`config.mk`:
```
export PLATFORM = sky130hd
export DESIGN_NAME = rom_port_arbiter
export DESIGN_NICKNAME = d
export VERILOG_FILES = /design/src/rtl/rom_port_arbiter.sv
export SDC_FILE = /design/constraint.sdc
export NUM_CORES = 1
export LEC_CHECK = 0
export CORE_MARGIN = 4
export CORE_UTILIZATION = 28
export DETAILED_ROUTE_END_ITERATION = 12
export GPL_TIMING_DRIVEN = 0
export HOLD_SLACK_MARGIN = 0.1
export SYNTH_ARGS = -nofsm -noshare
export SYNTH_HDL_FRONTEND = slang
export SYNTH_SLANG_ARGS = --single-unit
```
`constraint.sdc`:
```
create_clock -name hdmi_clk -period 2.5 [get_ports hdmi_clk]
set_input_delay 0.25 -clock hdmi_clk [delete_from_list [all_inputs] [get_ports hdmi_clk]]
set_output_delay 0.25 -clock hdmi_clk [all_outputs]
set_load 0.02 [all_outputs]
```
`src/rtl/rom_port_arbiter.sv`:
```
// Single-port ROM arbiter: scan-out reads always win, aux reads fill idle cycles.
// Read data returns one cycle after the address, steered by a registered source tag.
module rom_port_arbiter #(
    parameter int AW         = 16,
    parameter int DW         = 24,
    parameter int STARVE_LIM = 2048
) (
    input  logic          hdmi_clk,
    input  logic          rst,
    input  logic          vid_req,
    input  logic [AW-1:0] vid_addr,
    input  logic          vid_soon,
    input  logic          aux_req,
    input  logic [AW-1:0] aux_addr,
    output logic [AW-1:0] rom_addr,
    input  logic [DW-1:0] rom_data,
    output logic          vid_rvalid,
    output logic [DW-1:0] vid_rdata,
    output logic          aux_gnt,
    output logic          aux_rvalid,
    output logic [DW-1:0] aux_rdata,
    output logic [1:0]    owner,
    output logic          aux_starve,
    output logic [15:0]   aux_count
);

    typedef enum logic [1:0] {
        IDLE = 2'd0,
        VID  = 2'd1,
        AUX  = 2'd2,
        HOLD = 2'd3
    } owner_t;

    typedef enum logic [1:0] {
        SRC_NONE = 2'd0,
        SRC_VID  = 2'd1,
        SRC_AUX  = 2'd2
    } src_t;

    localparam logic [11:0] LIM = 12'(STARVE_LIM);

    owner_t        dec;
    owner_t        owner_q;
    src_t          tag_q;
    logic [11:0]   wait_cnt;
    logic [11:0]   wait_nxt;
    logic          starve_q;
    logic [15:0]   count_q;
    logic [DW-1:0] vid_hold;
    logic [DW-1:0] aux_hold;

    always_comb begin
        dec = IDLE;
        if (rst)
            dec = IDLE;
        else if (vid_req)
            dec = VID;
        else if (aux_req && vid_soon)
            dec = HOLD;
        else if (aux_req)
            dec = AUX;
    end

    assign aux_gnt = (dec == AUX);

    always_comb begin
        rom_addr = '0;
        case (dec)
            VID:     rom_addr = vid_addr;
            AUX:     rom_addr = aux_addr;
            default: rom_addr = '0;
        endcase
    end

    // Saturate so the flag compare can never be skipped by wraparound.
    always_comb begin
        wait_nxt = '0;
        if (aux_req && !aux_gnt)
            wait_nxt = (wait_cnt == LIM) ? wait_cnt : wait_cnt + 12'd1;
    end

    always_ff @(posedge hdmi_clk) begin
        if (rst) begin
            owner_q  <= IDLE;
            tag_q    <= SRC_NONE;
            wait_cnt <= '0;
            starve_q <= 1'b0;
            count_q  <= '0;
            vid_hold <= '0;
            aux_hold <= '0;
        end else begin
            owner_q  <= dec;
            wait_cnt <= wait_nxt;
            case (dec)
                VID:     tag_q <= SRC_VID;
                AUX:     tag_q <= SRC_AUX;
                default: tag_q <= SRC_NONE;
            endcase
            if (wait_nxt == LIM)
                starve_q <= 1'b1;
            if (aux_gnt)
                count_q <= count_q + 16'd1;
            if (vid_rvalid)
                vid_hold <= rom_data;
            if (aux_rvalid)
                aux_hold <= rom_data;
        end
    end

    // Gate with rst so outputs read as reset values from the first rst cycle.
    assign vid_rvalid = !rst && (tag_q == SRC_VID);
    assign aux_rvalid = !rst && (tag_q == SRC_AUX);
    assign vid_rdata  = rst ? '0 : (vid_rvalid ? rom_data : vid_hold);
    assign aux_rdata  = rst ? '0 : (aux_rvalid ? rom_data : aux_hold);
    assign owner      = rst ? 2'd0 : owner_q;
    assign aux_starve = !rst && starve_q;
    assign aux_count  = rst ? 16'd0 : count_q;

endmodule

```
* Yosys cells after proc, flatten, opt, wreduce, memory -nomap -nowiden *
Index checks and enable logic that the tools add are counted.

word-level totals
  register bits = 81
  input bits = 61
  output and inout bits = 86

cells by class
  add/sub/neg operators = 2
  eq/ne operators = 6
  muxes and demuxes = 14
  reduce and logical (&&, ||, !) cells = 7

operators by type and width
  cell                   number
  $mux 24                4
  $pmux 16 s2            1
  $eq 12x12->1 const B   2
  $mux 12                2
  $add 16x1->16 const B  1
  $mux 16                1
  $add 12x1->12 const B  1
  $mux 2                 5
  $logic_and 1x1->1      5
  $eq 2x1->1 const B     2
  $eq 2x2->1 const B     2
  $pmux 2 s2             1
  $logic_not 1->1        2

* Depth between registers and ports, before layout *
  depth after elaboration = 9
  gate-level depth with buffers = 7
  depth with buffers taken out = 7

* Worst setup path after synthesis *
No wires, ideal clock.

  path type = input to output
  from = input rst
  to = output rom_addr[0]
  arrival = 1582 ps
  required time = 2250 ps
  slack = 668 ps
  stages = 4
  path through = buf_2 -> nor4b_4 -> clkbuf_1 -> a22o_1

on the way
  word-level cells in the longest chain between the ends = 3

ends and longest elaborated chain
  what         RTL line  source
  from (decl)  9         input logic rst,
  $mux 2       54        if (rst)
  $eq 2x2->1   -
  net aux_gnt  19        output logic aux_gnt,
  $pmux 16 s2  68        case (dec)
  to (decl)    15        output logic [AW-1:0] rom_addr,

The timed path passes the listed nets, and every way through them passes these cells.

* Worst setup path after layout *
  from = input vid_soon
  to = output rom_addr[10]

on the way
  word-level cells in the longest chain between the ends = 6

ends and longest elaborated chain
  what                                             RTL line  source
  from (decl)                                      12        input logic vid_soon,
  $logic_and 1x1->1 *                              58        else if (aux_req && vid_soon)
  $mux 2 *                                         58
  $mux 2 *                                         56        else if (vid_req)
  $mux 2 *                                         54
  $eq 2x2->1 / $eq 2x1->1 (equally long branches)  68
  $pmux 16 s2 *                                    68

Mark *: on every way between the ends. The rest lies on a longest branch, timed or not.

==> flow_summary.json <==
{
  "skew_ns": 0.00824,
  "critPathKind": "in -> out",
  "ys_warn_count": 0,
  "synth-seq-cells": 81,
  "hold_viol": 0,
  "area_growth_pct": 60.9,
  "die_y_um": 120,
  "dp_hpwl_mm": 7.98,
  "grtUsageTotal_pct": 14.7,
  "startpoint_type": "input port",
  "clockBufferDepth": 2,
  "yosysTopAreaCell": "dfxtp_1",
  "rows": 40,
  "cts_buffers": 9,
  "num_vias": 3456,
  "grt_pass1_vias": 3492,
  "yosysUniqueCellTypes": 40,
  "core_um2": 12100,
  "root_buffer": "clkbuf_16",
  "cp.required_ns": 2.25,
  "drt-pass1-iter-count": 4,
  "antenna_found_initial": 0,
  "diodes": 0,
  "clkLatencyLatePin_ns": 0.33,
  "synthTopCellsByArea": "dfxtp_1, nand2_1, a21oi_1, nor2b_1, a22o_1",
  "grt_max_degree": 14,
  "hold_class": "in -> reg",
  "finalCriticalPeriod_ns": 2.45,
  "dieArea_um2": 14300,
  "syn-num-nets": 498,
  "routed_wl_mm": 10.7,
  "ios": 147,
  "crit_family": "buffers and inverters",
  "peakVddDrop_v": 0.000346,
  "tightest_slew_ns": 0.732,
  "layout_common_cells": "nand2_1, clkdlybuf4s50_1, dfxtp_1",
  "cp.arrival_ns": 2.20,
  "port_buffers": 144,
  "final_common_cell": "nand2_1",
  "pre_cts_slack_ns": -0.275,
  "synth_cells": 434,
  "crit_path_frequent_cell": "clkdlybuf4s50_1",
  "setup_viol": 0,
  "critPathBufInv": 3,
  "syn_avg_cell_area_um2": 8.03,
  "gp_routability_congestion": 0.845,
  "die_w_um": 120,
  "wl_per_cell_um": 14.0,
  "leakagePower_nw": 2.76,
  "setup.worst_path.end_class": "output port",
  "start_util_pct": 28.8,
  "drc": 0,
  "gr-total-overflow": 0,
  "slew_viol_final": 0,
  "max_slew_margin_pct": 50.9,
  "synth_area_um2": 3490,
  "vias_per_cell": 4.54,
  "drtIter0Drc": 234,
  "slowest_delay_ns": 0.61,
  "cts_tree": "built",
  "ant_nets": 0,
  "finalCritPeriodShare_pct": 97.8,
  "nets": 653,
  "htreeDepth": 3,
  "critPathSlowestCell": "clkdlybuf4s50_1",
  "cap_violations": 0,
  "p_total_mw": 3.08,
  "status": "complete, no violations",
  "max_freq_mhz": 409,
  "ys_seq_area_share_pct": 46.5,
  "fin_ws_ns": 0.0542,
  "dpl.cell_count": 746,
  "synth_top_cell_area_share_pct": 46.5,
  "final_cell_count_no_fill": 761,
  "p_per_area_nw_per_um2": 549,
  "utilization_pct": 46.3,
  "layout-drive-gt1-share_pct": 6.58,
  "path_clk_slew_ns": 0.06,
  "grt_first_pass_wirelength_mm": 17.0,
  "path_max_fanout": 10,
  "hold_buffers": 0,
  "crit_chain": "clkdlybuf4s50_1, nor4b_4, buf_4, a22o_1, clkdlybuf4s50_1",
  "clock-sinks": 81
}
-- worst register-to-register path, stage by stage, from the launching register on --
cell and delay [ns]:
dfxtp_1 0.35, inv_1 0.09, ha_1 0.14, nor4b_2 0.28, nand4_1 0.31, nor3b_1 0.24
a31o_1 0.21, a41o_1 0.23
-- report_power, final --
part | switching [mW] | leakage [nW] | internal (mW)
Sequential | 0.0101 | 0.657 | 1.32
Clock | 0.504 | 0.155 | 0.865
Combinational | 0.188 | 1.95 | 0.191
Total | 0.702 | 2.76 | 2.38
-- cells in the mapped netlist, drive strengths merged --
cell type  number
a22o           16
nand2         104
o21ai           6
clkbuf         26
o31ai           1
a41o            1
a21oi          54
a31o            1
xnor2          15
a22oi           1
nor2           36
nand2b          3
nor2b          24
or2             1
o211ai          1
or3             4
nand3           8
nand4           8
buf             5
nor4b           3
a41oi           1
o31a            1
and4            2
nor3            4
ha              3
and2            1
nor3b           1
inv             6
nor4            2
xor2            7
dfxtp          81
and3            4
mux2i           3
-- flip-flops by register name, indices dropped and copies added (netlist names) --
signal and cells:
vid_hold 24, tag_q 2, wait_cnt 12, owner_q 2, count_q 16, starve_q 1
aux_hold 24
-- cell type report --
cell class                 count  area (um^2)
clock buffer                   9          225
inverter                       6         22.5
sequential                    81         1620
tap                          168          210
timing repair buffer         146         1580
fill                        1243         6500
clock inverter                 6         83.8
multi-input combinational    316         1730
buffer                        29          143
-- cell families (layout without fill, tap and decap cells) --
logic type               Yosys count  after routing  share of synthesized area [%]
AND/OR/NAND/NOR                  205            205                           27.6
AO/OA/AOI/OAI                     83             83                           14.3
flip-flops                        81             81                           46.5
buffers and inverters             37            196                           4.09
XOR/XNOR                          22             22                           5.53
adder cells (fa/ha/maj)            3              3                           1.08
multiplexers                       3              3                          0.861
-- metrics by stage --
| stage | area (um^2) | hold WS [ns] | TNS [ns] |
|---|---|---|---|
| 2_1_floorplan | 3490 | 0.329 | 0 |
| 4_1_cts | 5470 | 0.260 | -1.26 |
| 3_5_place_dp | 5140 | 0.455 | -3.65 |
| 6_report | 5610 | 0.267 | 0 |
| 5_1_grt | 5610 | 0.304 | -0.0138 |
| 3_3_place_gp | 5140 | 0.449 | -3.56 |
-- final timing paths --
check	startpoint	to	slack, ns	cells after the start
worst max-delay path	vid_soon	rom_addr[10]	0.05	5
worst min-delay path	vid_req	owner_q[1]	0.27	2
worst max register to register	wait_cnt[0]	starve_q	0.55	7
worst min register to register	aux_hold[3]	aux_hold[3]	0.46	2
-- metal layers --
layer	routed length [um]	GRT usage, %	vias up	part of all wire [%]
li1	-	-	1757	-
met1	4590	17.5	1566	43
met2	5160	25.6	122	48
met3	771	4.34	11	7.2
met4	135	4.29	0	1.3
met5	0	0	-	0
-- repair_timing --
item | CTS | global route
hold endpoints to repair | 0 | 0
setup endpoints to repair | 57 | 55
setup buffers | 1 | 1
gates resized for setup | 16 | 58
pin swaps | 1 | 1
No activity file was read; power rests on OpenSTA's default activity.
